`src/rtl/imem_fetch_pkg.sv`:
```
// Shared fetch definitions: FSM state type, default reset PC and PC legality check.
// Reused by the branch and decode logic.
package fetch_pkg;

    typedef enum logic [1:0] {
        StIdle,
        StRun,
        StFault
    } fetch_state_e;

    localparam logic [31:0] RESET_PC_DEFAULT = 32'h0000_0000;

    // A PC is legal when word aligned and inside the 2^addr_w word IMEM.
    function automatic logic pc_legal(input logic [31:0] pc, input int unsigned addr_w);
        return (pc[1:0] == 2'b00) && ((pc >> (addr_w + 32'd2)) == 32'd0);
    endfunction

endpackage

```
`src/rtl/imem_fetch_if.sv`:
```
// Fetch-side bus: IMEM address/data plus the valid/ready instruction stream to decode.
interface imem_fetch_if #(
    parameter int unsigned ADDR_W = 8,
    parameter int unsigned DATA_W = 32
) ();

    logic [ADDR_W-1:0] imem_pc;
    logic [DATA_W-1:0] imem_instruction;
    logic              out_valid;
    logic              out_ready;
    logic [DATA_W-1:0] out_instr;
    logic [31:0]       out_pc;
    logic              out_fault;

    // Fetch unit side.
    modport master (
        output imem_pc,
        input  imem_instruction,
        output out_valid,
        input  out_ready,
        output out_instr,
        output out_pc,
        output out_fault
    );

    // IMEM / decode side.
    modport slave (
        input  imem_pc,
        output imem_instruction,
        input  out_valid,
        output out_ready,
        input  out_instr,
        input  out_pc,
        input  out_fault
    );

endinterface

```
`src/rtl/imem_fetch.sv`:
```
// Instruction fetch unit: owns the PC, drives the IMEM word address, tags returned
// words with their PC and hands them to decode. Handles back-pressure by replaying
// the stalled address, redirects, and illegal-PC faults.
module imem_fetch
    import fetch_pkg::*;
#(
    parameter int unsigned ADDR_W   = 8,
    parameter logic [31:0] RESET_PC = RESET_PC_DEFAULT,
    parameter int unsigned DATA_W   = 32
) (
    input  logic        clk,
    input  logic        rst_n,
    input  logic        fetch_en,
    input  logic        redirect,
    input  logic [31:0] redirect_pc,
    imem_fetch_if.master bus
);

    fetch_state_e state_q, state_d;
    logic [31:0]  pc_q, pc_d;
    logic         f2_valid_q, f2_valid_d;
    logic [31:0]  f2_pc_q, f2_pc_d;

    logic         stall;
    logic [31:0]  pc_plus4;

    assign stall    = f2_valid_q & ~bus.out_ready;
    assign pc_plus4 = pc_q + 32'd4;

    // Replaying the F2 address while stalled keeps the registered read data stable.
    assign bus.imem_pc   = stall ? f2_pc_q[ADDR_W+1:2] : pc_q[ADDR_W+1:2];
    assign bus.out_valid = f2_valid_q & ~redirect & (state_q != StFault);
    assign bus.out_instr = bus.imem_instruction;
    assign bus.out_pc    = f2_pc_q;
    assign bus.out_fault = (state_q == StFault);

    // Next-state: redirect beats stall, stall beats fetch progress.
    always_comb begin
        state_d    = state_q;
        pc_d       = pc_q;
        f2_valid_d = f2_valid_q;
        f2_pc_d    = f2_pc_q;

        if (redirect) begin
            // Illegal targets are still captured in pc_q for debug.
            pc_d       = redirect_pc;
            f2_valid_d = 1'b0;
            if (pc_legal(redirect_pc, ADDR_W)) begin
                state_d = fetch_en ? StRun : StIdle;
            end else begin
                state_d = StFault;
            end
        end else if (stall) begin
            // Hold everything until decode accepts.
        end else begin
            case (state_q)
                StFault: begin
                    f2_valid_d = 1'b0;
                end
                StRun: begin
                    if (!pc_legal(pc_q, ADDR_W)) begin
                        // PC ran off the end of IMEM; the last word has already gone out.
                        state_d    = StFault;
                        f2_valid_d = 1'b0;
                    end else if (fetch_en) begin
                        f2_valid_d = 1'b1;
                        f2_pc_d    = pc_q;
                        pc_d       = pc_plus4;
                    end else begin
                        f2_valid_d = 1'b0;
                        state_d    = StIdle;
                    end
                end
                default: begin
                    f2_valid_d = 1'b0;
                    state_d    = fetch_en ? StRun : StIdle;
                end
            endcase
        end
    end

    // State registers with asynchronous active-low reset.
    always_ff @(posedge clk or negedge rst_n) begin
        if (!rst_n) begin
            state_q    <= StIdle;
            pc_q       <= RESET_PC;
            f2_valid_q <= 1'b0;
            f2_pc_q    <= 32'd0;
        end else begin
            state_q    <= state_d;
            pc_q       <= pc_d;
            f2_valid_q <= f2_valid_d;
            f2_pc_q    <= f2_pc_d;
        end
    end

endmodule

```
`src/flat_wrapper.sv`:
```
// flat-port wrapper written by rule: the top's interface ports become plain ports
module imem_fetch_flat import fetch_pkg::*;
#(
    parameter int unsigned ADDR_W   = 8,
    parameter logic [31:0] RESET_PC = RESET_PC_DEFAULT,
    parameter int unsigned DATA_W   = 32
)
  (clk, rst_n, fetch_en, redirect, redirect_pc, bus_imem_pc, bus_imem_instruction, bus_out_valid, bus_out_ready, bus_out_instr, bus_out_pc, bus_out_fault);
  imem_fetch_if #(.ADDR_W(ADDR_W), .DATA_W(DATA_W)) bus_i ();
  input  logic clk;
  input  logic rst_n;
  input  logic fetch_en;
  input  logic redirect;
  input  logic [31:0] redirect_pc;
  output wire logic [$bits(bus_i.imem_pc)-1:0] bus_imem_pc;
  input wire logic [$bits(bus_i.imem_instruction)-1:0] bus_imem_instruction;
  output wire logic [$bits(bus_i.out_valid)-1:0] bus_out_valid;
  input wire logic [$bits(bus_i.out_ready)-1:0] bus_out_ready;
  output wire logic [$bits(bus_i.out_instr)-1:0] bus_out_instr;
  output wire logic [$bits(bus_i.out_pc)-1:0] bus_out_pc;
  output wire logic [$bits(bus_i.out_fault)-1:0] bus_out_fault;
  assign bus_imem_pc = bus_i.imem_pc;
  assign bus_i.imem_instruction = bus_imem_instruction;
  assign bus_out_valid = bus_i.out_valid;
  assign bus_i.out_ready = bus_out_ready;
  assign bus_out_instr = bus_i.out_instr;
  assign bus_out_pc = bus_i.out_pc;
  assign bus_out_fault = bus_i.out_fault;
  imem_fetch #(.ADDR_W(ADDR_W), .RESET_PC(RESET_PC), .DATA_W(DATA_W)) u_core (.clk(clk), .rst_n(rst_n), .fetch_en(fetch_en), .redirect(redirect), .redirect_pc(redirect_pc), .bus(bus_i));
endmodule
```
`config.mk`:
```
export PLATFORM = sky130hd
export DESIGN_NAME = imem_fetch_flat
export DESIGN_NICKNAME = d
export VERILOG_FILES = /design/src/rtl/imem_fetch_pkg.sv /design/src/rtl/imem_fetch_if.sv /design/src/rtl/imem_fetch.sv /design/src/flat_wrapper.sv
export SDC_FILE = /design/constraint.sdc
export NUM_CORES = 1
export LEC_CHECK = 0
export CAP_MARGIN = 30
export CELL_PAD_IN_SITES_DETAIL_PLACEMENT = 1
export CELL_PAD_IN_SITES_GLOBAL_PLACEMENT = 1
export CORE_ASPECT_RATIO = 2
export CORE_MARGIN = 3
export CORE_UTILIZATION = 25
export DETAILED_ROUTE_END_ITERATION = 8
export GPL_TIMING_DRIVEN = 0
export PLACE_DENSITY = 0.68
export SLEW_MARGIN = 25
export SYNTH_ARGS = -nofsm -noshare
export SYNTH_HDL_FRONTEND = slang
export SYNTH_SLANG_ARGS = --single-unit
```
`constraint.sdc`:
```
create_clock -name clk -period 2.2 [get_ports clk]
set_input_delay 0.33 -clock clk [delete_from_list [all_inputs] [get_ports clk]]
set_output_delay 0.33 -clock clk [all_outputs]
set_load 0.01 [all_outputs]
```
; Yosys cells after proc, flatten, opt, wreduce, memory -nomap -nowiden
; Cells that the tools add are included.
[totals]
regBits = 67
input_bits = 69
out_inout_bits = 74
wordCells = 47
[classes]
addsub = 1
n_eq_ne = 6
muxes = 18
bitwise = 6
n_reduce_logical = 12
[ops]
columns = op, n
row1 = 2-to-1 mux 32 bit, 5
row2 = logical NOT 32 bit, 2
row3 = "adder 32 x 3 -> 32 bit, second input constant", 1
row4 = 2-to-1 mux 2 bit, 5
row5 = 2-to-1 mux 8 bit, 1
row6 = 2-to-1 mux 1 bit, 6
row7 = "!= test 2 bit, second input constant", 3
row8 = nonzero test 2 bit, 3
row9 = AND reduction 5 bit, 1
row10 = logical NOT 2 bit, 2
row11 = "!= test 4 bit, second input constant", 1
row12 = case mux 2 bit (2 select lines), 1
row13 = AND reduction 4 bit, 1
row14 = bitwise AND 1 bit, 3
row15 = NOT 1 bit, 3
row16 = AND reduction 3 bit, 1
row17 = "equality test 2 x 1 -> 1 bit, second input constant", 1
row18 = "equality test 2 bit, second input constant", 1
row19 = logical AND 1 bit, 2

; Longest topological paths before layout
[depth]
depth_word = 6
depth_mapped = 7
mapped_depth_nobuf = 6

; Worst setup path before layout
; OpenSTA, ideal clock, no wires.
[synth_timing]
kind = register to register
start = reg u_core.pc_q[10]
end = reg u_core.f2_pc_q[2] (netlist: u_core.bus.out_pc[2])
setup_ns = 0.125
t_arrival_ns = 1.769
required_time_ns = 2.075
slack_ns = 0.306
stages_incl_launch_ff = 8
n_path_buf = 2
synth_period_minus_slack_ns = 1.894
path_cell_list = dfrtp_1 > nor4_4 > nand4_4 > nor2_1 > and4_1 > buf_4 > buf_12 > mux2_4
[synth_between]
elab_chain_len = 3
[synth_rtl]
columns = item, line
row1 = from (decl), imem_fetch.sv:20  ; logic [31:0] pc_q, pc_d;
row2 = from (signal assigned), imem_fetch.sv:91  ; pc_q <= pc_d;
row3 = logical NOT 32 bit, imem_fetch_pkg.sv:15  ; return (pc[1:0] == 2'b00) && ((pc >> (addr_w + 32'd2)) == 32'd0);
row4 = logical AND 1 bit, imem_fetch_pkg.sv:15
row5 = AND reduction 5 bit (no line), n/a
row6 = to (signal assigned), imem_fetch.sv:93  ; f2_pc_q <= f2_pc_d;
row7 = to (decl), imem_fetch.sv:22  ; logic [31:0] f2_pc_q, f2_pc_d;
; No other way between the ends.
; A chain may end at the register's enable or synchronous reset.

; Final worst setup path
[layout_timing]
start = in bus_out_ready
end = out bus_imem_pc[5]
[layout_between]
elab_chain_len = 3
[layout_rtl]
columns = item, line
row1 = from (decl), flat_wrapper.sv:18  ; input wire logic [$bits(bus_i.out_ready)-1:0] bus_out_ready;
row2 = NOT 1 bit, imem_fetch.sv:27  ; assign stall = f2_valid_q & ~bus.out_ready;
row3 = bitwise AND 1 bit, imem_fetch.sv:27
row4 = 2-to-1 mux 8 bit, imem_fetch.sv:31  ; assign bus.imem_pc = stall ? f2_pc_q[ADDR_W+1:2] : pc_q[ADDR_W+1:2];
row5 = to (decl), flat_wrapper.sv:15  ; output wire logic [$bits(bus_i.imem_pc)-1:0] bus_imem_pc;
; No other way between the ends.

==> metrics.md <==
| Metric | Value |
|---|---|
| Synth Warn # | 0 |
| Initial antenna violation count | 0 |
| Final hold vios | 0 |
| Achievable frequency | 473 MHz |
| H-tree level count | 3 |
| Core outline area | 12300 sq um |
| Type of the worst setup path | primary input to output pin |
| Non-filler cells, final | 539 |
| Via count | 2437 |
| Syn_nets | 333 |
| Count of nets left with antenna violations after detail routing | 0 |
| Outcome | finished clean |
| Maximum number of pins on one net before global-route repair | 37 |
| Worst-Skew Late Latency | 0.33 ns |
| WP data arrival | 1.78 ns |
| Slew at the pin with the worst max-slew slack | 0.557 ns |
| Sum of negative setup slack | 0 ns |
| Total of max-cap violations | 0 |
| Fill cell total of the finished layout | 1319 |
| Data required time of the worst path | 1.87 ns |
| Flop and latch count out of synthesis | 67 |
| Number of distinct library cells after synthesis | 36 |
| Cell type group with the largest total delay on the critical path | buffers and inverters |
| Wire per inst | 16.1 um |
| CTS Sinks | 67 |
| Placed insts | 520 |
| Worst-case headroom to the max-slew limit | 0.629 |
| X dimension of the die | 85.5 um |
| Avg Cell Area, Syn | 12.0 sq um |
| Worst hold path class | primary input to async pin |
| Final period util | 0.961 |
| Summed area of non-filler cells in the final layout | 4810 sq um |
| Most frequent standard cell in the layout excluding fill and tap cells | clkdlybuf4s50_1 |
| Final Max Tran Viols | 0 |
| Last weighted congestion value of the routability-driven placer | 0.763 |
| Initial standard-cell utilization of the core | 0.257 |
| Inserted Clock Buffers | 9 |
| Number of detailed-routing iterations run before antenna repair | 4 |
| Cell area after placement | 4450 sq um |
| Row count | 57 |
| Diodes inserted | 0 |
| Clock slew at reported path FFs | 0.05 ns |
| Drt via density | 4.52 |
| Height of the chip | 165 um |
| Sequential share of the synthesized area | 0.531 |
| Number of DRC violations after detailed-routing iteration 0 | 52 |
| Post-Syn Instances | 263 |
| CP Capture Type | output pin |
| Cell-by-cell trace of the critical path | clkdlybuf4s50_1, nand2b_1, buf_6, nand2_1, nand2_1, clkdlybuf4s50_1 |
| Wire length of the first global-routing pass | 14000 um |
| Root Buffer | clkbuf_16 |
| Worst hold margin | 0.494 ns |
| Period minus WS final | 2.11 ns |
| Leakage power | 2.11 nW |
| RSZ-0062 raised after global routing | no |
| Final Util | 0.392 |
| Mapped cell area | 3160 sq um |
| Nets | 458 |
| Final count of negative-setup-slack endpoints | 0 |
| Via count of the first global-routing pass | 2713 |
| Number of buffers on the longest clock path | 2 |
| Slowest CP cell | clkdlybuf4s50_1 |
| Worst vdd rail ir drop | 0.436 mV |
| Total global routing track utilization | 0.129 |
| DIE AREA | 14100 sq um |
| Overall routed net length | 8700 um |
| Remaining Overflow, GRT | 0 |
| Register area | 1680 sq um |
| Post-route DRC | 0 |
| Port Buf Inserts | 109 |
| Maximum fanout encountered on the critical timing path | 10 |
| Launching element type of the critical path | primary input |
| Fraction of final layout cells sized beyond drive strength 1 | 0.260 |
| Clock tree from TritonCTS | done |
| Multi-input combinational cell area | 1180 sq um |
| P&R area growth vs syn | 52.3% |
| Most frequent cells in the layout | clkdlybuf4s50_1 (107), dfrtp_1 (67), buf_4 (38), nand2_1 (32) |
| Max incr delay on CP | 0.54 ns |
| Final HPWL from detailed placement | 6880 um |
| Power Dens Cells | 660 nW/um^2 |
| Worst Skew | 0.00701 ns |
| Count of buffering cells on the critical path with inverters included | 3 |
| I/O pin count | 143 |
[path summary, 6_finish.rpt]
kind | startpoint | end | slack (ns) | cells after the start
worst max-delay path | bus_out_ready | bus_imem_pc[5] | 0.09 | 6
worst min-delay path | rst_n | u_core.bus.out_pc[18]$_DFFE_PN0P_ | 0.49 | 2
worst max register to register | u_core.pc_q[17]$_DFFE_PN0P_ | u_core.bus.out_pc[8]$_DFFE_PN0P_ | 0.16 | 7
worst min register to register | u_core.bus.out_pc[15]$_DFFE_PN0P_ | u_core.bus.out_pc[15]$_DFFE_PN0P_ | 0.49 | 1
max in group asynchronous | rst_n | u_core.pc_q[24]$_DFFE_PN0P_ | 1.17 | 3
min in group clk | u_core.bus.out_pc[15]$_DFFE_PN0P_ | u_core.bus.out_pc[15]$_DFFE_PN0P_ | 0.49 | 1
[cell families after synthesis]
kind of cell | count (synthesis) | synth area share
XOR/XNOR | 6 | 0.0166
flip-flops | 67 | 0.531
adder cells (fa/ha/maj) | 1 | 0.00396
multiplexers | 34 | 0.128
AO/OA/AOI/OAI | 14 | 0.0309
AND/OR/NAND/NOR | 95 | 0.190
buffers and inverters | 46 | 0.100
[Yosys cell counts, drive strengths merged]
cell    number  share of area
xor2         1         0.0028
buf         37          0.090
o21ai        6         0.0095
dfrtp       67           0.53
o21a         1         0.0024
mux2        32           0.12
nor2b       26          0.052
clkbuf       6         0.0071
o32ai        1         0.0028
a31o         1         0.0028
xnor2        5          0.014
nor4b        2         0.0055
ha           1         0.0040
nor4        13          0.052
nor2         4         0.0048
nand2b       2         0.0040
o31ai        1         0.0024
nor3         4         0.0063
a41o         1         0.0032
and3         2         0.0040
a22oi        2         0.0048
mux2i        2         0.0063
nand4        3          0.011
nand3        3         0.0048
inv          3         0.0036
a32o         1         0.0032
and4         1         0.0028
nor3b        2         0.0048
nand2       33          0.039
[metrics by stage]
stage	setup WS, ns	power, mW
5_1_grt	0.00476	3.32
4_1_cts	0.0331	3.22
2_1_floorplan	0.306	1.54
3_5_place_dp	-0.509	1.77
6_report	0.0852	3.17
3_3_place_gp	-1.52	1.75
[layer usage]
layer  share of wire  vias to the layer above  track usage  wire length [um]
met1            0.35                     1179        0.135              3070
li1                -                     1113            -                 -
met3           0.080                       13       0.0305               700
met2            0.55                      132        0.239              4770
met5               0                        -            0                 0
met4           0.019                        0       0.0569               164
[state kept, by name, summed over array words and instances (netlist names)]
name	cells
u_core.pc_q	32
u_core.state_q	2
u_core.bus.out_pc	32
u_core.f2_valid_q	1
[where the power goes]
group          leakage [nW]  internal [mW]  switching (mW)
registers             0.860           1.29          0.0657
logic                  1.10          0.243           0.145
clock network         0.146          0.931           0.497
total                  2.11           2.47           0.708
[repair_timing]
item,in CTS,in global routing
pin swaps,0,2
setup buffers,0,3
endpoints found under the hold margin,31,0
gates resized for setup,10,4
hold buffers,1,0
setup endpoints to repair,9,14
[cell type report]
type | count | area share
multi-input combinational | 150 | 0.245
clock buffer | 13 | 0.0541
sequential | 67 | 0.349
tap | 147 | 0.0382
inverter | 3 | 0.00234
timing repair buffer | 114 | 0.237
clock inverter | 2 | 0.00728
buffer | 43 | 0.0674
Power figures use the tool's default switching activity.
